### src/rtl/div_sequencer_if.sv
// Control/status bundle for div_sequencer: table writes, sequence control and divider outputs.
interface div_sequencer_if #(
    parameter int unsigned MAX_DIVIDER = 50_000_000,
    parameter int unsigned DEPTH       = 8,
    parameter int unsigned DWELL_W     = 8
);
    localparam int unsigned DIV_W = $clog2(MAX_DIVIDER + 1);
    localparam int unsigned AW    = $clog2(DEPTH);

    logic               wr_en;
    logic [AW-1:0]      wr_addr;
    logic [DIV_W-1:0]   wr_div;
    logic [DWELL_W-1:0] wr_dwell;
    logic [AW:0]        seq_len;
    logic               loop;
    logic               start;
    logic               stop;
    logic [DIV_W-1:0]   div;
    logic               div_load;
    logic [AW-1:0]      step_idx;
    logic               active;
    logic               done;
    logic               phase;

    modport master (
        output wr_en, wr_addr, wr_div, wr_dwell, seq_len, loop, start, stop,
        input  div, div_load, step_idx, active, done, phase
    );

    modport slave (
        input  wr_en, wr_addr, wr_div, wr_dwell, seq_len, loop, start, stop,
        output div, div_load, step_idx, active, done, phase
    );
endinterface

### src/rtl/div_sequencer.sv
// Plays a table of (ratio, dwell) entries; each entry lasts div*dwell inclk cycles.
// Optional divided-clock phase output enabled by defining DIV_SEQ_PHASE_EN.
module div_sequencer #(
    parameter int unsigned MAX_DIVIDER = 50_000_000,
    parameter int unsigned DEPTH       = 8,
    parameter int unsigned DWELL_W     = 8
) (
    input  logic           inclk,
    input  logic           rst,
    div_sequencer_if.slave bus
);
    localparam int unsigned DIV_W = $clog2(MAX_DIVIDER + 1);
    localparam int unsigned AW    = $clog2(DEPTH);
    localparam int unsigned LW    = AW + 1;

    typedef enum logic [0:0] {StIdle, StRun} state_e;

    state_e             state;
    logic [DIV_W-1:0]   tbl_div   [DEPTH];
    logic [DWELL_W-1:0] tbl_dwell [DEPTH];

    logic [DIV_W-1:0]   div_r;
    logic               div_load_r;
    logic [AW-1:0]      step_idx_r;
    logic               active_r;
    logic               done_r;
    logic [DIV_W-1:0]   per_cnt;
    logic [DWELL_W-1:0] dwell_cnt;
    logic [LW-1:0]      len_r;

    logic [DIV_W-1:0]   div_m1;
    logic               per_end;
    logic               entry_end;
    logic               last_entry;
    logic               start_ok;
    logic               advance;
    logic               do_load;
    logic [AW-1:0]      load_idx;
    logic [DIV_W-1:0]   load_div;
    logic [DWELL_W-1:0] load_dwell;
    logic [LW-1:0]      seq_len_clamped;

    // A stored ratio of 0 behaves as 1, so its last count is also 0.
    assign div_m1     = (div_r == '0) ? '0 : div_r - DIV_W'(1);
    assign per_end    = (per_cnt == div_m1);
    assign entry_end  = per_end && (dwell_cnt == '0);
    assign last_entry = ({1'b0, step_idx_r} == len_r - LW'(1));

    assign start_ok = (state == StIdle) && bus.start && !bus.stop && (bus.seq_len != '0);
    assign advance  = (state == StRun) && !bus.stop && entry_end && (!last_entry || bus.loop);
    assign do_load  = start_ok || advance;
    assign load_idx = (start_ok || last_entry) ? '0 : step_idx_r + AW'(1);

    assign load_div   = tbl_div[load_idx];
    assign load_dwell = tbl_dwell[load_idx];

    assign seq_len_clamped = (bus.seq_len > LW'(DEPTH)) ? LW'(DEPTH) : bus.seq_len;

    // Loads read the pre-write contents when the same index is written on the load edge.
    always_ff @(posedge inclk or posedge rst) begin
        if (rst) begin
            for (int i = 0; i < int'(DEPTH); i++) begin
                tbl_div[i]   <= '0;
                tbl_dwell[i] <= '0;
            end
        end else if (bus.wr_en) begin
            tbl_div[bus.wr_addr]   <= bus.wr_div;
            tbl_dwell[bus.wr_addr] <= bus.wr_dwell;
        end
    end

    always_ff @(posedge inclk or posedge rst) begin
        if (rst) begin
            state      <= StIdle;
            div_r      <= '0;
            div_load_r <= 1'b0;
            step_idx_r <= '0;
            active_r   <= 1'b0;
            done_r     <= 1'b0;
            per_cnt    <= '0;
            dwell_cnt  <= '0;
            len_r      <= '0;
        end else begin
            div_load_r <= 1'b0;
            done_r     <= 1'b0;
            if (bus.stop) begin
                state    <= StIdle;
                active_r <= 1'b0;
                per_cnt  <= '0;
            end else if (do_load) begin
                state      <= StRun;
                active_r   <= 1'b1;
                div_r      <= load_div;
                dwell_cnt  <= (load_dwell == '0) ? '0 : load_dwell - DWELL_W'(1);
                per_cnt    <= '0;
                step_idx_r <= load_idx;
                div_load_r <= 1'b1;
                if (start_ok) begin
                    len_r <= seq_len_clamped;
                end
            end else if (state == StRun) begin
                if (entry_end) begin
                    state    <= StIdle;
                    active_r <= 1'b0;
                    done_r   <= 1'b1;
                    per_cnt  <= '0;
                end else if (per_end) begin
                    per_cnt   <= '0;
                    dwell_cnt <= dwell_cnt - DWELL_W'(1);
                end else begin
                    per_cnt <= per_cnt + DIV_W'(1);
                end
            end
        end
    end

    assign bus.div      = div_r;
    assign bus.div_load = div_load_r;
    assign bus.step_idx = step_idx_r;
    assign bus.active   = active_r;
    assign bus.done     = done_r;

`ifdef DIV_SEQ_PHASE_EN
    logic             phase_r;
    logic [DIV_W-1:0] half_cur;
    logic [DIV_W-1:0] half_new;

    assign half_cur = div_r >> 1;
    assign half_new = load_div >> 1;

    // Registered against the count the run will hold next cycle, so phase lines up with per_cnt.
    always_ff @(posedge inclk or posedge rst) begin
        if (rst) begin
            phase_r <= 1'b0;
        end else if (bus.stop) begin
            phase_r <= 1'b0;
        end else if (do_load) begin
            phase_r <= (half_new != '0);
        end else if ((state != StRun) || entry_end) begin
            phase_r <= 1'b0;
        end else if (per_end) begin
            phase_r <= (half_cur != '0);
        end else begin
            phase_r <= ((per_cnt + DIV_W'(1)) < half_cur);
        end
    end

    assign bus.phase = phase_r;
`else
    assign bus.phase = 1'b0;
`endif

endmodule

### src/flat_wrapper.sv
// flat-port wrapper written by rule: the top's interface ports become plain ports
module div_sequencer_flat 
#(
    parameter int unsigned MAX_DIVIDER = 50_000_000,
    parameter int unsigned DEPTH       = 8,
    parameter int unsigned DWELL_W     = 8
)
  (inclk, rst, bus_wr_en, bus_wr_addr, bus_wr_div, bus_wr_dwell, bus_seq_len, bus_loop, bus_start, bus_stop, bus_div, bus_div_load, bus_step_idx, bus_active, bus_done, bus_phase);
  div_sequencer_if #(.MAX_DIVIDER(MAX_DIVIDER), .DEPTH(DEPTH), .DWELL_W(DWELL_W)) bus_i ();
  input  logic inclk;
  input  logic rst;
  input wire logic [$bits(bus_i.wr_en)-1:0] bus_wr_en;
  input wire logic [$bits(bus_i.wr_addr)-1:0] bus_wr_addr;
  input wire logic [$bits(bus_i.wr_div)-1:0] bus_wr_div;
  input wire logic [$bits(bus_i.wr_dwell)-1:0] bus_wr_dwell;
  input wire logic [$bits(bus_i.seq_len)-1:0] bus_seq_len;
  input wire logic [$bits(bus_i.loop)-1:0] bus_loop;
  input wire logic [$bits(bus_i.start)-1:0] bus_start;
  input wire logic [$bits(bus_i.stop)-1:0] bus_stop;
  output wire logic [$bits(bus_i.div)-1:0] bus_div;
  output wire logic [$bits(bus_i.div_load)-1:0] bus_div_load;
  output wire logic [$bits(bus_i.step_idx)-1:0] bus_step_idx;
  output wire logic [$bits(bus_i.active)-1:0] bus_active;
  output wire logic [$bits(bus_i.done)-1:0] bus_done;
  output wire logic [$bits(bus_i.phase)-1:0] bus_phase;
  assign bus_i.wr_en = bus_wr_en;
  assign bus_i.wr_addr = bus_wr_addr;
  assign bus_i.wr_div = bus_wr_div;
  assign bus_i.wr_dwell = bus_wr_dwell;
  assign bus_i.seq_len = bus_seq_len;
  assign bus_i.loop = bus_loop;
  assign bus_i.start = bus_start;
  assign bus_i.stop = bus_stop;
  assign bus_div = bus_i.div;
  assign bus_div_load = bus_i.div_load;
  assign bus_step_idx = bus_i.step_idx;
  assign bus_active = bus_i.active;
  assign bus_done = bus_i.done;
  assign bus_phase = bus_i.phase;
  div_sequencer #(.MAX_DIVIDER(MAX_DIVIDER), .DEPTH(DEPTH), .DWELL_W(DWELL_W)) u_core (.inclk(inclk), .rst(rst), .bus(bus_i));
endmodule
### config.mk
export PLATFORM = sky130hd
export DESIGN_NAME = div_sequencer_flat
export DESIGN_NICKNAME = d
export VERILOG_FILES = /design/src/rtl/div_sequencer_if.sv /design/src/rtl/div_sequencer.sv /design/src/flat_wrapper.sv
export SDC_FILE = /design/constraint.sdc
export NUM_CORES = 1
export LEC_CHECK = 0
export CAP_MARGIN = 25
export CORE_ASPECT_RATIO = 1.1
export CORE_MARGIN = 1.5
export CORE_UTILIZATION = 50
export DETAILED_ROUTE_END_ITERATION = 16
export PLACE_DENSITY_LB_ADDON = 0.05
export REMOVE_ABC_BUFFERS = 1
export SLEW_MARGIN = 5
export SYNTH_ARGS = -nofsm -noshare
export SYNTH_HDL_FRONTEND = slang
export SYNTH_SLANG_ARGS = --single-unit
### constraint.sdc
create_clock -name inclk -period 23.6 [get_ports inclk]
set_input_delay 7.08 -clock inclk [delete_from_list [all_inputs] [get_ports inclk]]
set_output_delay 7.08 -clock inclk [all_outputs]
set_load 0.01 [all_outputs]
## After elaboration in Yosys (flattened, before gate mapping)

Index checks and enable logic that the tools add are counted.

- Bits in registers: 343
- Bits in latches: 0
- RAM bits: 0
- Bits in read-only memories: 0
- Input bits: 47
- Output and inout bits: 33
- Logic and storage cells: 106
- Memories kept: 0

- $add $sub $neg: 6
- Multipliers: 0
- Divide/modulo/power cells: 0
- $lt $le $gt $ge: 4
- Eq/ne operators: 3
- Shift operators: 0
- Muxes and demuxes: 39
- Bitwise logic cells: 4
- Reductions and logical operators: 25

Operators by type and width:

| cell | count |
|---|---|
| $mux 26 | 9 |
| $bwmux 208 | 1 |
| $bmux 26 s3 | 1 |
| $demux 26 s3 | 1 |
| $bwmux 64 | 1 |
| $mux 8 | 8 |
| $add 26x1->26 const B | 1 |
| $eq 26x26->1 | 1 |
| $logic_not 26->1 | 1 |
| $sub 26x1->26 const B | 1 |
| $bmux 8 s3 | 1 |
| $demux 8 s3 | 1 |
| $logic_not 8->1 | 2 |
| $sub 8x1->8 const B | 2 |
| $mux 1 | 14 |
| $ge 4x4->1 const B | 2 |
| $logic_and 1x1->1 | 8 |
| $not 3->4 | 2 |
| $reduce_bool 3->1 | 2 |
| $eq 3x4->1 | 1 |
| $gt 4x4->1 const B | 1 |
| $lt 4x1->1 const B | 1 |
| $mux 4 | 1 |
| $reduce_and 2->1 | 2 |
| other kinds (11) | 16 |

## Logic depth before layout (Yosys ltp)

Gate-level depths: netlist of the first run.

- Depth in word-level cells: 13
- Gate-level depth with buffers: 15
- Mapped depth without buffers: 15

## Worst setup path after synthesis of the first run

Ideal clock, no wire load.

- Path type: input port to flip-flop
- Start point: input port bus_seq_len[2]
- End point: register u_core.dwell_cnt[3]
- Library setup time: 0.130 ns
- Arrival: 9.760 ns
- Required time: 23.470 ns
- Path slack: 13.710 ns
- Stages: 11
- Buffers on the path: 1
- Cells stage by stage: o41a_1 nand2_1 o2111ai_1 clkbuf_1 a221oi_1 o21ai_0 a21oi_1 nand2_1 or4b_2 a32oi_1 o21ai_0

- Cells in the longest elaborated chain, start to end: 11
- Elaborated cells on any way between the ends: 17
- Classes of those cells: add/sub (1); eq/ne (1); mux (6); bitwise (1); reduce/logical (8)

RTL lines:

| item | line | text |
|---|---|---|
| start, declared | flat_wrapper.sv:16 | `input wire logic [$bits(bus_i.seq_len)-1:0] bus_seq_len;` |
| $reduce_bool 4->1 * | div_sequencer.sv:49 | `assign start_ok = (state == StIdle) && bus.start && !bus.stop && (bus.seq_len != '0);` |
| $logic_and 1x1->1 * | div_sequencer.sv:49 |  |
| $logic_or 1x1->1 | div_sequencer.sv:52 | `assign load_idx = (start_ok \|\| last_entry) ? '0 : step_idx_r + AW'(1);` |
| $mux 3 | div_sequencer.sv:52 |  |
| $not 3->4 (implied by the code) | div_sequencer.sv:55 | `assign load_dwell = tbl_dwell[load_idx];` |
| $bmux 8 s3 | div_sequencer.sv:55 |  |
| $mux 8 (implied by the code) (2 in a row) | div_sequencer.sv:55 |  |
| $sub 8x1->8 / $logic_not 8->1 (equally long branches) | div_sequencer.sv:94 | `dwell_cnt <= (load_dwell == '0) ? '0 : load_dwell - DWELL_W'(1);` |
| $mux 8 | div_sequencer.sv:94 |  |
| $mux 8 | div_sequencer.sv:90 | `end else if (do_load) begin` |
| end signal, assigned | div_sequencer.sv:94 |  |
| end signal, assigned | div_sequencer.sv:109 | `dwell_cnt <= dwell_cnt - DWELL_W'(1);` |
| end, declared | div_sequencer.sv:28 | `logic [DWELL_W-1:0] dwell_cnt;` |

Every way passes the cells marked *; elsewhere a longest branch is shown, timed or not. The select of a mux whose other input is x is not followed.
A chain may end at the register's enable or synchronous reset.

## Worst setup path in the final report of the first run

- Start point: input port bus_seq_len[3]
- End point: register u_core.dwell_cnt[3]

The elaborated chain is that of the path after synthesis.

==> flow_summary.json, run 1 <==
{
  "finalHoldViolCount": 0,
  "rows": 70,
  "die_h_um": 196.5,
  "finalWorstPathRequiredPeriod_ns": 10.54,
  "rsz0062_at_grt": "no",
  "antenna_found_initial": 0,
  "power_mw": 2.466,
  "setup-tns-final_ns": 0,
  "seq_area_um2": 8587,
  "status": "complete, no violations",
  "routedWlPerCell_um": 22.14,
  "synth_area_um2": 17020,
  "powerDensity_nw_per_um2": 126.2,
  "fmax_mhz": 94.91,
  "cts_resized": 0,
  "cap_viol_max_count": 0,
  "syn_area_per_cell_um2": 11.21,
  "drc": 0,
  "grt_use_total": 0.2657,
  "clkTransAtPathRegs_ns": 0.06,
  "synthToLayoutAreaGrowth_pct": 14.85,
  "drv_slew": 0,
  "required_ns": 23.99,
  "core_um2": 33370,
  "final_common_cell": "dfrtp_1",
  "gr-total-overflow": 0,
  "synth_edf_count": 0,
  "diodes": 0,
  "p_leak_nw": 7.976,
  "cp-start-kind": "input pin",
  "final_antenna_net_count": 0,
  "dieArea_um2": 35150,
  "ctsHtreeMaxLevel": 2,
  "clock_skew_ns": 0.01408,
  "portBuffers": 78,
  "multi_input_area_um2": 7995,
  "end_kind": "flip-flop",
  "synth_top_family_by_area": "multiplexers",
  "tritoncts": "yes",
  "clock_sinks": 343,
  "seq_area_frac_synth": 0.5043,
  "root_buffer": "clkbuf_16",
  "synth_compound_area_frac": 0.1025,
  "numCtsBuffers": 38,
  "yosys.area_share.simple": 0.1270,
  "ys_seq_elements": 343,
  "grt_pass1_vias": 12500,
  "tightest_slew_ns": 0.9467,
  "ys.flop_type": "dfrtp_1",
  "vias": 12250,
  "place_congestion": 0.8185,
  "fillers": 2835,
  "maxSlewHeadroom": 0.3676,
  "nNetsFinal": 1622,
  "finalSetupViolCount": 0,
  "r2r-start": "u_core.bus.div[0]$_DFFE_PP0P_",
  "cts_hold_buf": 0,
  "cts_buffer_depth": 3,
  "synthesis.yosys.warnings": 0,
  "synthXorXnorAreaFrac": 0.03610,
  "die_x_um": 178.9,
  "crit_type": "input pin to flip-flop",
  "io_pins": 80,
  "drive_gt1_frac": 0.2604,
  "netlist_instances": 1518,
  "hp-class": "flip-flop to flip-flop",
  "async_flop_share": 1.000,
  "wl_um": 44860,
  "drt-initial-drc-count": 705,
  "startpoint": "bus_seq_len[3]",
  "avgViaCountPerCell": 6.048,
  "synth_mux_area_frac": 0.1955,
  "mostFrequentLayoutCells": "dfrtp_1, mux2_2, nand2_1",
  "min-delay-start": "u_core.tbl_dwell[11]$_DFFE_PP0P_",
  "min_period_over_period": 0.4465,
  "critical_path.max_fanout": 58,
  "grt_pass1_wl_um": 71950,
  "clk_latency_ns": 0.54,
  "crit_arrival_ns": 10.93,
  "grt_max_degree": 111,
  "cts_setup_buffers": 0,
  "synthDistinctLibCells": 77,
  "hpwlAfterDp_um": 26850,
  "peakVddDrop_v": 0.0001171,
  "synthAdderAreaFrac": 0.005146,
  "start_util": 0.5100,
  "drtPass1Iterations": 5
}
==> synth_stat cells, drive strengths merged (3+ instances only) <==
cell | count | area, µm²
nand2 | 161 | 606.8
or4 | 11 | 86.33
nor3b | 7 | 52.55
or4b | 3 | 33.78
dfrtp | 343 | 8583
nand2b | 10 | 62.56
mux2 | 281 | 3164
a21o | 3 | 22.52
xor2 | 29 | 254.0
or2 | 6 | 37.54
nand4b | 6 | 52.55
o211ai | 5 | 37.54
or3 | 11 | 68.82
o22ai | 3 | 18.77
and3 | 6 | 37.54
nor3 | 17 | 101.4
o41ai | 4 | 35.03
a221oi | 8 | 70.07
buf | 18 | 133.9
clkbuf | 77 | 289.0
nand4 | 14 | 87.58
inv | 20 | 75.07
mux2i | 14 | 140.1
nand3b | 4 | 30.03
o21ai | 25 | 136.4
a21oi | 78 | 476.7
a31oi | 29 | 181.4
nor2 | 95 | 356.6
ha | 7 | 87.58
xnor2 | 36 | 315.3
nor4 | 17 | 127.6
nand3 | 65 | 325.3
nor2b | 7 | 43.79
a22oi | 5 | 37.54
o2111ai | 3 | 26.28
o221ai | 55 | 481.7
==> cell type report <==
cell class	instances	share of cell area
Clock inverter	9	0.007617
Tap cell	432	0.02765
Sequential cell	343	0.4393
Clock buffer	57	0.05748
Multi-Input combinational cell	1060	0.4090
Inverter	20	0.004225
Timing Repair Buffer	105	0.05467
==> sequential cells by signal (all words and copies together), names as in the netlist <==
signal / count
u_core.bus.active: 1
u_core.bus.div: 26
u_core.bus.div_load: 1
u_core.bus.done: 1
u_core.bus.step_idx: 3
u_core.dwell_cnt: 8
u_core.len_r: 4
u_core.per_cnt: 26
u_core.state: 1
u_core.tbl_div: 208
u_core.tbl_dwell: 64
==> stage by stage <==
step	cells	utilization	hold WS (ns)	worst slack, ns	area (µm²)
after global placement	1954	0.5437	0.4823	12.49	18140
after floorplan	1423	-	0.4560	7.012	16600
after CTS	2021	0.5821	0.5016	13.06	19420
final	2026	0.5858	0.4994	13.06	19550
after detailed placement	1955	0.5439	0.4895	12.50	18150
after global routing	2026	0.5858	0.5084	12.85	19550
==> path summary, 6_finish.rpt <==
path / to / slack, ns / cells after the start
max: u_core.dwell_cnt[3]$_DFFE_PP0P_ / 13.06 / 12
min: u_core.tbl_dwell[11]$_DFFE_PP0P_ / 0.50 / 1
max reg2reg: u_core.dwell_cnt[7]$_DFFE_PP0P_ / 18.16 / 13
min reg2reg: u_core.tbl_dwell[11]$_DFFE_PP0P_ / 0.50 / 1
max in group asynchronous: u_core.bus.step_idx[0]$_DFFE_PP0P_ / 15.25 / 4
min in group asynchronous: u_core.per_cnt[4]$_DFFE_PP0P_ / 7.08 / 2
==> critical path, stage by stage <==
cell and delay (ns):
clkdlybuf4s50_1 0.48, o41a_1 0.47, nand2_1 0.32, o2111ai_4 0.15, buf_4 0.41, a221oi_1 0.38
a21oi_1 0.08, o221ai_1 0.29, nand2_1 0.17, or4b_2 0.76, a32oi_1 0.22, o21ai_0 0.10
==> logic make-up after synthesis <==
logic type,Yosys count
other cells,1
flops,343
xor+xnor,67
mux,296
simple gates,446
buf+inv,115
fa+ha+maj,7
compound gates,243
==> where the power goes <==
part / total [mW] / internal [mW] / switching [mW]
combinational: 0.996 / 0.411 / 0.585
sequential: 0.864 / 0.723 / 0.140
clock: 0.606 / 0.372 / 0.235
total: 2.47 / 1.51 / 0.960
==> routing by layer <==
metal / up-vias / global-route usage / wire (µm)
met5: - / 0 / 0
met1: 6300 / 0.3487 / 19530
li1: 5617 / - / -
met2: 253 / 0.4480 / 21930
met3: 83 / 0.03935 / 2138
met4: 0 / 0.09012 / 1254
Note: power is estimated with default switching activity, not from simulation.
==> run 2: changes to the inputs <==
clock period = 8.5 ns   (was 23.6 ns; I/O delays follow)
==> run 2 against run 1 <==
Effect of this change:
- cell count is 0.15% lower
- wire length shrank 1.7%
- sequential share of layout area rose by 0.22 points
- critical path type unchanged
- clock power grew to 2.8 times the previous value
- largest cell class unchanged
- hold slack is essentially flat
==> flow_summary.json, run 2 (synthesis gave the netlist of run 1 again) <==
{
  "placed_area_um2": 18160,
  "drc": 0,
  "finalHoldViolCount": 0,
  "largest_reg_flops": 208,
  "maxSlewHeadroom": 0.3490,
  "cap_viol_max_count": 0,
  "routedWlPerCell_um": 21.79,
  "grt_pass1_wl_um": 69150,
  "rows": 70,
  "end_kind": "flip-flop",
  "dieArea_um2": 35150,
  "fillers": 2862,
  "cts_buffer_depth": 3,
  "wl_met1_um": 19760,
  "synthToLayoutAreaGrowth_pct": 14.28,
  "status": "complete, no violations",
  "clkTransAtPathRegs_ns": 0.06,
  "place_congestion": 0.8183,
  "hpwlAfterDp_um": 26760,
  "cts_resized": 0,
  "drt-initial-drc-count": 649,
  "required_ns": 8.89,
  "finalSetupViolCount": 0,
  "portBuffers": 78,
  "root_buffer": "clkbuf_16",
  "pre_cts_ws_ns": 2.111,
  "hp-class": "flip-flop to flip-flop",
  "antenna_found_initial": 1,
  "grt_max_degree": 122,
  "core_um2": 33370,
  "finalNonFillerCells": 2023,
  "start_util": 0.5100,
  "critical_path.max_fanout": 12,
  "cpMaxStageDelayCell": "or4b_2",
  "cts_hold_buf": 0,
  "grt_use_total": 0.2553,
  "avgViaCountPerCell": 5.982,
  "nNetsFinal": 1618,
  "fmax_mhz": 170.3,
  "ctsHtreeMaxLevel": 2,
  "setup-tns-final_ns": 0,
  "tritoncts": "yes",
  "crit_type": "input pin to flip-flop",
  "cp_slowest_stage_delay_ns": 0.76,
  "rsz0062_at_grt": "no",
  "cts_setup_buffers": 0,
  "min_period_over_period": 0.6908,
  "met2_length_um": 21650,
  "powerDensity_nw_per_um2": 349.5,
  "wl_um": 44090,
  "die_h_um": 196.5,
  "io_pins": 80,
  "final_area_um2": 19450,
  "grt_pass1_vias": 12170,
  "clock_skew_ns": 0.01916,
  "drive_gt1_frac": 0.2585,
  "final_antenna_net_count": 0,
  "wl_met3_um": 1527,
  "reg.largest.list": "u_core.tbl_div (208), u_core.tbl_dwell (64)",
  "path_cells": "clkdlybuf4s50_1, o41a_1, a22oi_1, a21o_1, nand2b_1, a221o_1, a21oi_1, nand2_1, or4b_2, a32oi_1, o21ai_0",
  "p_leak_nw": 7.932,
  "numCtsBuffers": 39,
  "drtPass1Iterations": 5,
  "top_register": "u_core.tbl_div",
  "clock_sinks": 343,
  "fin_ws_ns": 2.628,
  "peakVddDrop_v": 0.0002281,
  "finalWorstPathRequiredPeriod_ns": 5.872,
  "holdWs_ns": 0.4998,
  "final_common_cell": "dfrtp_1",
  "tightest_slew_ns": 0.9765,
  "crit_arrival_ns": 6.26,
  "cp-start-kind": "input pin",
  "die_x_um": 178.9,
  "dpl.cell_count": 1954,
  "clk_latency_ns": 0.53,
  "drv_slew": 0,
  "top_layer_used": "met4",
  "gr-total-overflow": 0,
  "mostFrequentLayoutCells": "dfrtp_1, mux2_2, nand2_1",
  "vias": 12100
}
run 2: power by group:
group	switching [mW]	leakage (nW)	internal, mW
combinational	1.56	3.15	1.12
sequential	0.424	4.15	2.01
clock	0.653	0.634	1.03
total	2.64	7.93	4.16
run 2: worst paths after layout:
path / start / to / slack (ns) / depth (start not counted)
setup / recovery: bus_seq_len[3] / u_core.dwell_cnt[3]$_DFFE_PP0P_ / 2.63 / 11
hold / removal: u_core.tbl_dwell[11]$_DFFE_PP0P_ / u_core.tbl_dwell[11]$_DFFE_PP0P_ / 0.50 / 1
setup reg to reg: u_core.bus.div[0]$_DFFE_PP0P_ / u_core.bus.step_idx[2]$_DFFE_PP0P_ / 2.87 / 12
hold reg to reg: u_core.tbl_dwell[11]$_DFFE_PP0P_ / u_core.tbl_dwell[11]$_DFFE_PP0P_ / 0.50 / 1
max in group asynchronous: rst / u_core.bus.step_idx[0]$_DFFE_PP0P_ / 4.41 / 3
min in group asynchronous: rst / u_core.per_cnt[5]$_DFFE_PP0P_ / 2.53 / 2
run 2: metal layers:
| metal | global-route usage | vias to the layer above |
|---|---|---|
| li1 | - | 5608 |
| met1 | 0.3379 | 6211 |
| met2 | 0.4362 | 207 |
| met3 | 0.03453 | 75 |
| met4 | 0.07315 | 0 |
| met5 | 0 | - |
run 2: area by class of cell:
type                       count  area (µm²)  area share
clock buffer                  58        1160     0.05963
multi-input combinational   1060        7995      0.4111
sequential                   343        8587      0.4415
timing repair buffer         100       958.4     0.04928
clock inverter                 9       123.9    0.006369
inverter                      20       82.58    0.004246
tap                          432       540.5     0.02779
antenna                        1       2.502   0.0001287
run 2: metrics by stage:
step	util	power, mW
final	0.5829	6.798
after global routing	0.5828	7.226
after CTS	0.5826	6.851
after detailed placement	0.5441	5.146
after global placement	0.5441	5.109
after floorplan	-	4.187
run 2: worst max-delay path: cells and delay by family:
family,cells,cell delay (ns)
AND/OR/NAND/NOR,3,1.08
buffers and inverters,1,0.49
AO/OA/AOI/OAI,7,2.12
==> run 3: changes to the inputs <==
clock period = 5.35 ns   (was 8.5 ns; I/O delays follow)
==> run 3 against run 2 <==
Effect of this change:
- clock-buffer cell count up 1
- cell area increased by 1.5%
- sequential cell count unchanged
- critical path depth is 3 higher
- via count is 2.4% higher
- power grew 62%
- clock power grew 58%
- sequential share of layout area decreased by 0.64 points
- die area did not move
- utilization up 0.85 points
- critical path type is now flip-flop to flip-flop
- critical endpoint is now u_core.bus.div[6]$_DFFE_PP0P_
==> flow_summary.json, run 3 (synthesis gave the netlist of run 1 again) <==
{
  "root_buffer": "clkbuf_16",
  "critPathBufInv": 3,
  "status": "complete, no violations",
  "synthToLayoutAreaGrowth_pct": 15.95,
  "gr-total-overflow": 0,
  "end_kind": "flip-flop",
  "cts_hold_buf": 0,
  "crit_type": "flip-flop to flip-flop",
  "fmax_mhz": 212.1,
  "routedWlPerCell_um": 22.11,
  "crit_arrival_ns": 5.17,
  "core_um2": 33370,
  "portBuffers": 78,
  "seq_area_um2": 8587,
  "tightest_slew_ns": 0.8579,
  "required_ns": 5.80,
  "finalHoldViolCount": 0,
  "io_pins": 80,
  "maxSlewHeadroom": 0.4269,
  "final_antenna_net_count": 0,
  "dieArea_um2": 35150,
  "drt-initial-drc-count": 831,
  "grt_pass1_vias": 12570,
  "drtPass1Iterations": 5,
  "rows": 70,
  "final_common_cell": "dfrtp_1",
  "critical_path.max_fanout": 38,
  "cpMaxStageDelayCell": "or4_1",
  "die_x_um": 178.9,
  "diodes": 0,
  "finalWorstPathRequiredPeriod_ns": 4.714,
  "grt_max_degree": 104,
  "grt_use_total": 0.2659,
  "antenna_found_initial": 0,
  "finalNonFillerCells": 2051,
  "powerDensity_nw_per_um2": 559.5,
  "tritoncts": "yes",
  "hpwlAfterDp_um": 27980,
  "path_cells": "inv_1, ha_1, or4b_4, or4_1, nor4_4, xnor2_1, a21oi_1, o311a_1, or4_4, o21ai_4, buf_4, buf_12, nor2_1, a21oi_2",
  "clock_skew_ns": 0.01552,
  "cts_setup_buffers": 0,
  "ctsHtreeMaxLevel": 2,
  "largest_reg_flops": 208,
  "cp_slowest_stage_delay_ns": 0.75,
  "drv_slew": 0,
  "vias": 12390,
  "wl_um": 45340,
  "die_h_um": 196.5,
  "drive_gt1_frac": 0.2699,
  "grt_pass1_wl_um": 72240,
  "top_register": "u_core.tbl_div",
  "reg.largest.list": "u_core.tbl_div (208), u_core.tbl_dwell (64)",
  "clock_sinks": 343,
  "finalSetupViolCount": 0,
  "fillers": 2815,
  "p_leak_nw": 8.081,
  "rsz0062_at_grt": "no",
  "hp-class": "flip-flop to flip-flop",
  "power_mw": 11.04,
  "nNetsFinal": 1644,
  "peakVddDrop_v": 0.0003591,
  "mostFrequentLayoutCells": "dfrtp_1, mux2_2, nand2_1",
  "min_period_over_period": 0.8812,
  "start_util": 0.5100,
  "cts_buffer_depth": 3,
  "avgViaCountPerCell": 6.040,
  "multi_input_area_um2": 7995,
  "cap_viol_max_count": 0,
  "cp-start-kind": "flip-flop",
  "numCtsBuffers": 39,
  "clkTransAtPathRegs_ns": 0.06,
  "drc": 0,
  "dpl.cell_count": 1981,
  "clk_latency_ns": 0.53,
  "crit_family": "simple AND/OR/NAND/NOR gates",
  "place_congestion": 0.8414,
  "cts_resized": 0
}
run 3: cell count changes in the layout (fill, tap and decap cells not counted), moves of 2 or more:
| cell | change |
|---|---|
| buf_4 | +19 |
| buf_12 | +7 |
| clkbuf_1 | +3 |
| clkinv_2 | -2 |
run 3: area by class of cell:
class | count | area share
repair buffers | 126 | 0.06290
clock inverters | 11 | 0.007862
multi-input cells | 1060 | 0.4051
well taps | 432 | 0.02739
clock buffers | 59 | 0.05738
flip-flops and latches | 343 | 0.4351
inverters | 20 | 0.004185
run 3: layer usage:
| layer | up-vias | track usage | wire length (µm) |
|---|---|---|---|
| met3 | 87 | 0.03704 | 1863 |
| met2 | 281 | 0.4573 | 22800 |
| li1 | 5689 | - | - |
| met4 | 0 | 0.09012 | 1483 |
| met1 | 6332 | 0.3428 | 19200 |
| met5 | - | 0 | 0 |
run 3: power breakdown:
part           internal (mW)  switching [mW]
sequential              3.19           0.514
combinational           1.91            2.76
clock                   1.61            1.05
run 3: worst paths after layout:
path | cells after the start | to | slack (ns) | start
max | 14 | u_core.bus.div[6]$_DFFE_PP0P_ | 0.64 | u_core.bus.div[0]$_DFFE_PP0P_
min | 1 | u_core.tbl_dwell[33]$_DFFE_PP0P_ | 0.50 | u_core.tbl_dwell[33]$_DFFE_PP0P_
max reg2reg | 14 | u_core.bus.div[6]$_DFFE_PP0P_ | 0.64 | u_core.bus.div[0]$_DFFE_PP0P_
min reg2reg | 1 | u_core.tbl_dwell[33]$_DFFE_PP0P_ | 0.50 | u_core.tbl_dwell[33]$_DFFE_PP0P_
max in group asynchronous | 3 | u_core.tbl_div[166]$_DFFE_PP0P_ | 2.81 | rst
min in group asynchronous | 2 | u_core.tbl_div[48]$_DFFE_PP0P_ | 1.62 | rst
run 3: through the flow:
stage	instance area [µm²]	hold slack [ns]	utilization	worst slack, ns	TNS [ns]
finish	19730	0.5010	0.5914	0.6356	0
global route	19730	0.5118	0.5914	0.2597	0
CTS	19730	0.5049	0.5914	0.6318	0
detailed placement	18450	0.4905	0.5528	0.2631	0
global placement	18450	0.4809	0.5528	0.3142	0
floorplan	16600	0.4560	-	-5.763	-2015.60
run 3: worst register-to-register path: cells and delay by family, from the launching register on:
family	cells	cell delay (ns)
xor+xnor	1	0.17
compound gates	4	0.84
simple gates	5	2.32
buf+inv	3	0.66
fa+ha+maj	1	0.24
flops	1	0.41
==> variant 1 (config.mk and constraints of run 1) <==
Add a define of `DIV_SEQ_PHASE_EN`.
--- a/src/rtl/div_sequencer.sv
+++ b/src/rtl/div_sequencer.sv
@@ -1,5 +1,7 @@
 // Plays a table of (ratio, dwell) entries; each entry lasts div*dwell inclk cycles.
 // Optional divided-clock phase output enabled by defining DIV_SEQ_PHASE_EN.
+`define DIV_SEQ_PHASE_EN
+
 module div_sequencer #(
     parameter int unsigned MAX_DIVIDER = 50_000_000,
     parameter int unsigned DEPTH       = 8,
Function: changed (a bounded check fails within 4 cycles, from zero or initial values and one cycle with rst high).
==> variant 1 against run 1 <==
- die area rose by 10%
- power grew 8.7%
- sequential cell count is 1 higher
- wire length is 21% higher
- setup slack got worse by 0.072 ns
- area after synthesis increased by 10%
- sequential share of layout area is 3.4 points lower
- final cell count increased by 9.4%
- first-iteration DRC count is 48% higher
- count of clock-buffer cells in the layout decreased by 3
- cell area up 8.8%
- combinational power increased by 23%
- critical path type unchanged
==> variant 1: results (changes against run 1) <==
{| class="wikitable"
! Metric !! Value
|-
| Clock network power share || 21.9% (-2.7 points)
|-
| Drt first pass iters || 7 (+2)
|-
| Post-synthesis mux area share || 22.0% (+2.4 points)
|-
| Worst setup timing slack at the placement stage || 12.46 ns (-0.0414 ns)
|-
| Gp weighted congestion || 0.928 (+13%)
|-
| Area of all placed cells without fillers || 21300 sq um (+8.8%)
|-
| Netlist cell types || 78 (+1.3%)
|-
| Destination of the worst register-to-register timing path || u_core.bus.step_idx[0]
|-
| End point of the worst hold path || u_core.tbl_div[101]
|-
| Synthesized-area fraction occupied by ao, oa, aoi and oai cells || 12.2% (+1.9 points)
|-
| Clock Sinks || 344 (+0.29%)
|-
| Seq area share || 40.5% (-3.4 points)
|-
| Minimum hold slack || 0.499 ns (-0.000501 ns)
|-
| Design internal power || 1.60 mW (+5.9%)
|-
| Ranking of synthesized cells by instance count || dfrtp_1, mux2_2, clkbuf_1
|-
| Number of non-clock buffers in the layout || 111 (+5.7%)
|-
| Sequential fraction of the synthesis area || 45.9% (-4.5 points)
|-
| Result of the run || finished, final reports clean
|-
| Arrival time of the worst setup path || 11.03 ns (+0.10 ns)
|-
| Number of non-filler instances in the completed layout || 2216 (+9.4%)
|-
| Share of layout cells above drive strength 1 || 25.4% (-0.66 points)
|-
| DP Cell Count || 2154 (+10%)
|-
| Number of non-clock inverters || 41 (+110%)
|-
| Largest fanout on the critical path || 45 (-22%)
|-
| Detailed-placement wirelength estimate || 36.7 mm (+37%)
|-
| Buffers added on ports || 79 (+1.3%)
|-
| Number of antenna violations at the first check in global routing || 1 (+1)
|-
| Combinational cell fraction of total power || 46.0% (+5.6 points)
|-
| Number of global-route vias before repair || 13800 (+11%)
|-
| Per-cell via count in the routed design || 6.32 (+4.5%)
|-
| Register-to-Register Setup Slack || 18.21 ns (+0.05 ns)
|-
| Power density over the cells || 126 nW/um^2 (about the same)
|}
-- variant 1: changes by cell type in the layout (fill, tap and decap cells not counted), sizes merged, moves of 19 or more --
cell and change:
o21ai +85, a222oi +19, nor3 +25, ha +24
nor4 +21, a21oi -24, nand3 -20, o221ai -53
mux2i +31, a31oi -19, nand2 -92, inv +20
nor2 -43
-- variant 1: layer usage --
layer  vias up  track usage (%)  wire length (um)
met2       463             45.9             25400
met3        92             4.02              2680
met5         -                0                13
li1       6292                -                 -
met4         2             10.7              1930
met1      7160             38.8             24300
-- variant 1: critical path, cell delays in order --
cell             delay [ns]
clkdlybuf4s50_1        0.61
nor3b_1                0.48
nand2_1                0.09
buf_4                  0.22
a22o_2                 0.57
a222oi_1               0.51
nor2_1                 0.08
inv_1                  0.09
ha_1                   0.14
o21ai_0                0.11
o41ai_1                0.48
a21oi_1                0.14
nor4b_1                0.31
a211oi_1               0.09
==> variant 2 (settings of run 1) <==
Without the edit above. `MAX_DIVIDER` is set to 50_000_000 in 3 places; all go to 12_500_000.
--- a/src/rtl/div_sequencer_if.sv
+++ b/src/rtl/div_sequencer_if.sv
@@ -1,6 +1,6 @@
 // Control/status bundle for div_sequencer: table writes, sequence control and divider outputs.
 interface div_sequencer_if #(
-    parameter int unsigned MAX_DIVIDER = 50_000_000,
+    parameter int unsigned MAX_DIVIDER = 12_500_000,
     parameter int unsigned DEPTH       = 8,
     parameter int unsigned DWELL_W     = 8
 );
--- a/src/rtl/div_sequencer.sv
+++ b/src/rtl/div_sequencer.sv
@@ -1,7 +1,7 @@
 // Plays a table of (ratio, dwell) entries; each entry lasts div*dwell inclk cycles.
 // Optional divided-clock phase output enabled by defining DIV_SEQ_PHASE_EN.
 module div_sequencer #(
-    parameter int unsigned MAX_DIVIDER = 50_000_000,
+    parameter int unsigned MAX_DIVIDER = 12_500_000,
     parameter int unsigned DEPTH       = 8,
     parameter int unsigned DWELL_W     = 8
 ) (
--- a/src/flat_wrapper.sv
+++ b/src/flat_wrapper.sv
@@ -1,7 +1,7 @@
 // flat-port wrapper written by rule: the top's interface ports become plain ports
 module div_sequencer_flat 
 #(
-    parameter int unsigned MAX_DIVIDER = 50_000_000,
+    parameter int unsigned MAX_DIVIDER = 12_500_000,
     parameter int unsigned DEPTH       = 8,
     parameter int unsigned DWELL_W     = 8
 )
Interface: changed (resized bus_div and bus_wr_div); port bits go from 80 to 76. The function was not compared with the original's and may differ.
==> variant 2 against run 1 <==
- register-to-register slack better by 0.55 ns
- cell area fell by 4.1%
- largest cell class unchanged
- sequential power shrank 4.7%
- sequential cell count is 20 lower
- power decreased by 9.4%
- setup slack worse by 0.018 ns
- core utilization decreased by 0.50 points
- clock skew up 0.0027 ns
- wire length fell by 7.1%
- area after synthesis shrank 3.6%
==> variant 2: results (changes against run 1) <==
{| class="wikitable"
! Metric !! Value
|-
| Result of the run || finished, final reports clean
|-
| Number of antenna violations at the first check in global routing || 1 (+1)
|-
| Detailed-placement wirelength estimate || 25.6 mm (-4.8%)
|-
| Number of global-route vias before repair || 11800 (-5.6%)
|-
| Global Route met2 Usage || 42.4% (-2.4 points)
|-
| Clock Latency Late Sink || 0.52 ns (-0.02 ns)
|-
| Pin count of the biggest net entering global routing || 98 (-12%)
|-
| Leading registers by flop count || u_core.tbl_div (192), u_core.tbl_dwell (64)
|-
| Global-route wire length before repair || 67.3 mm (-6.5%)
|-
| Met3 track demand over resource in global routing || 3.39% (-0.54 points)
|-
| Multi-input combinational cell area || 7910 sq um (-1.1%)
|-
| Layout clock area frac || 5.95% (-0.56 points)
|-
| Slowest cell delay on critical path || 0.64 ns (-0.12 ns)
|-
| Sequential fraction of the synthesis area || 49.3% (-1.2 points)
|-
| Share of layout cells above drive strength 1 || 25.1% (-0.94 points)
|-
| Max stage delay cell, worst path || nor2b_1
|-
| DR WL/cell || 20.9 um (-5.5%)
|-
| Gp weighted congestion || 0.869 (+6.1%)
|-
| Per-cell via count in the routed design || 5.95 (-1.6%)
|-
| GRT met1 Usage || 34.9% (about the same)
|-
| Flop and latch count out of synthesis || 323 (-5.8%)
|-
| Number of non-clock inverters || 23 (+15%)
|-
| Register share of total power || 36.8% (+1.8 points)
|-
| Crit path capture || u_core.dwell_cnt[1]
|-
| Comb pwr || 874 uW (-12%)
|-
| Total of clock buffers placed in the layout || 52 (-8.8%)
|-
| Wire length on met2 || 19.8 mm (-9.5%)
|-
| Largest cells by area after synthesis || dfrtp_1, mux2_2, nand2_1
|-
| Buffers added on ports || 74 (-5.1%)
|-
| Aggregate global-route resource usage || 25.3% (-1.2 points)
|-
| Number of non-clock buffers in the layout || 102 (-2.9%)
|-
| Largest fanout on the critical path || 13 (-78%)
|-
| Filler cells || 2807 (-0.99%)
|-
| Wire length on met3 || 1.62 mm (-24%)
|-
| Leakage power || 7.74 nW (-2.9%)
|-
| DR iter-0 viols || 804 (+14%)
|-
| Worst R2R Start || u_core.bus.div[4]
|-
| Cell family contributing the most delay on the critical path || simple AND/OR/NAND/NOR gates
|-
| Worst Skew || 0.0168 ns (+0.00268 ns)
|-
| Switch Pwr || 847 uW (-12%)
|}
[variant 2: cell types whose count changed in the layout (fill, tap and decap cells not counted), moves of 13 or more]
cell / before / now
o221ai_1: 55 / 3
nor3_1: 13 / 42
a21oi_2: 23 / 0
mux2i_1: 14 / 35
dfrtp_1: 342 / 322
nor2_1: 93 / 109
nand2_1: 159 / 144
nand3_1: 65 / 78
[variant 2: kinds of logic (layout without fill, tap and decap cells)]
| kind of cell | after synthesis | count (layout) | synth area share (%) |
|---|---|---|---|
| and+or+nand+nor | 484 | 484 | 14.4 |
| DFF | 323 | 323 | 49.3 |
| muxes | 321 | 321 | 22.3 |
| AOI/OAI and AO/OA | 184 | 184 | 7.32 |
| buffers and inverters | 115 | 187 | 2.84 |
| xor gates and xnor gates | 59 | 59 | 3.33 |
| adders and majority gates | 7 | 7 | 0.534 |
| other | 1 | 1 | 0.0229 |
[variant 2: worst min path at each step]
stage                               from                   end  slack, ns  depth (start not counted)
finish                 u_core.tbl_div[4]     u_core.tbl_div[4]       0.50                          1
global route          u_core.tbl_div[38]    u_core.tbl_div[38]       0.51                          1
CTS                  u_core.tbl_dwell[1]   u_core.tbl_dwell[1]       0.50                          1
detailed placement   u_core.tbl_dwell[1]   u_core.tbl_dwell[1]       0.49                          1
global placement     u_core.tbl_dwell[6]   u_core.tbl_dwell[6]       0.48                          1
floorplan           u_core.tbl_dwell[23]  u_core.tbl_dwell[23]       0.47                          1
[variant 2: per-stage QoR]
stage	area, sq um	total power, mW	instances	hold slack, ns	setup WS, ns
6_report	18800	2.23	1992	0.501	13.05
5_1_grt	18800	2.38	1992	0.509	12.66
4_1_cts	18700	2.24	1988	0.501	13.15
3_5_place_dp	17500	1.69	1926	0.488	12.65
3_3_place_gp	17500	1.68	1925	0.482	12.69
2_1_floorplan	16000	1.39	1402	0.473	7.58
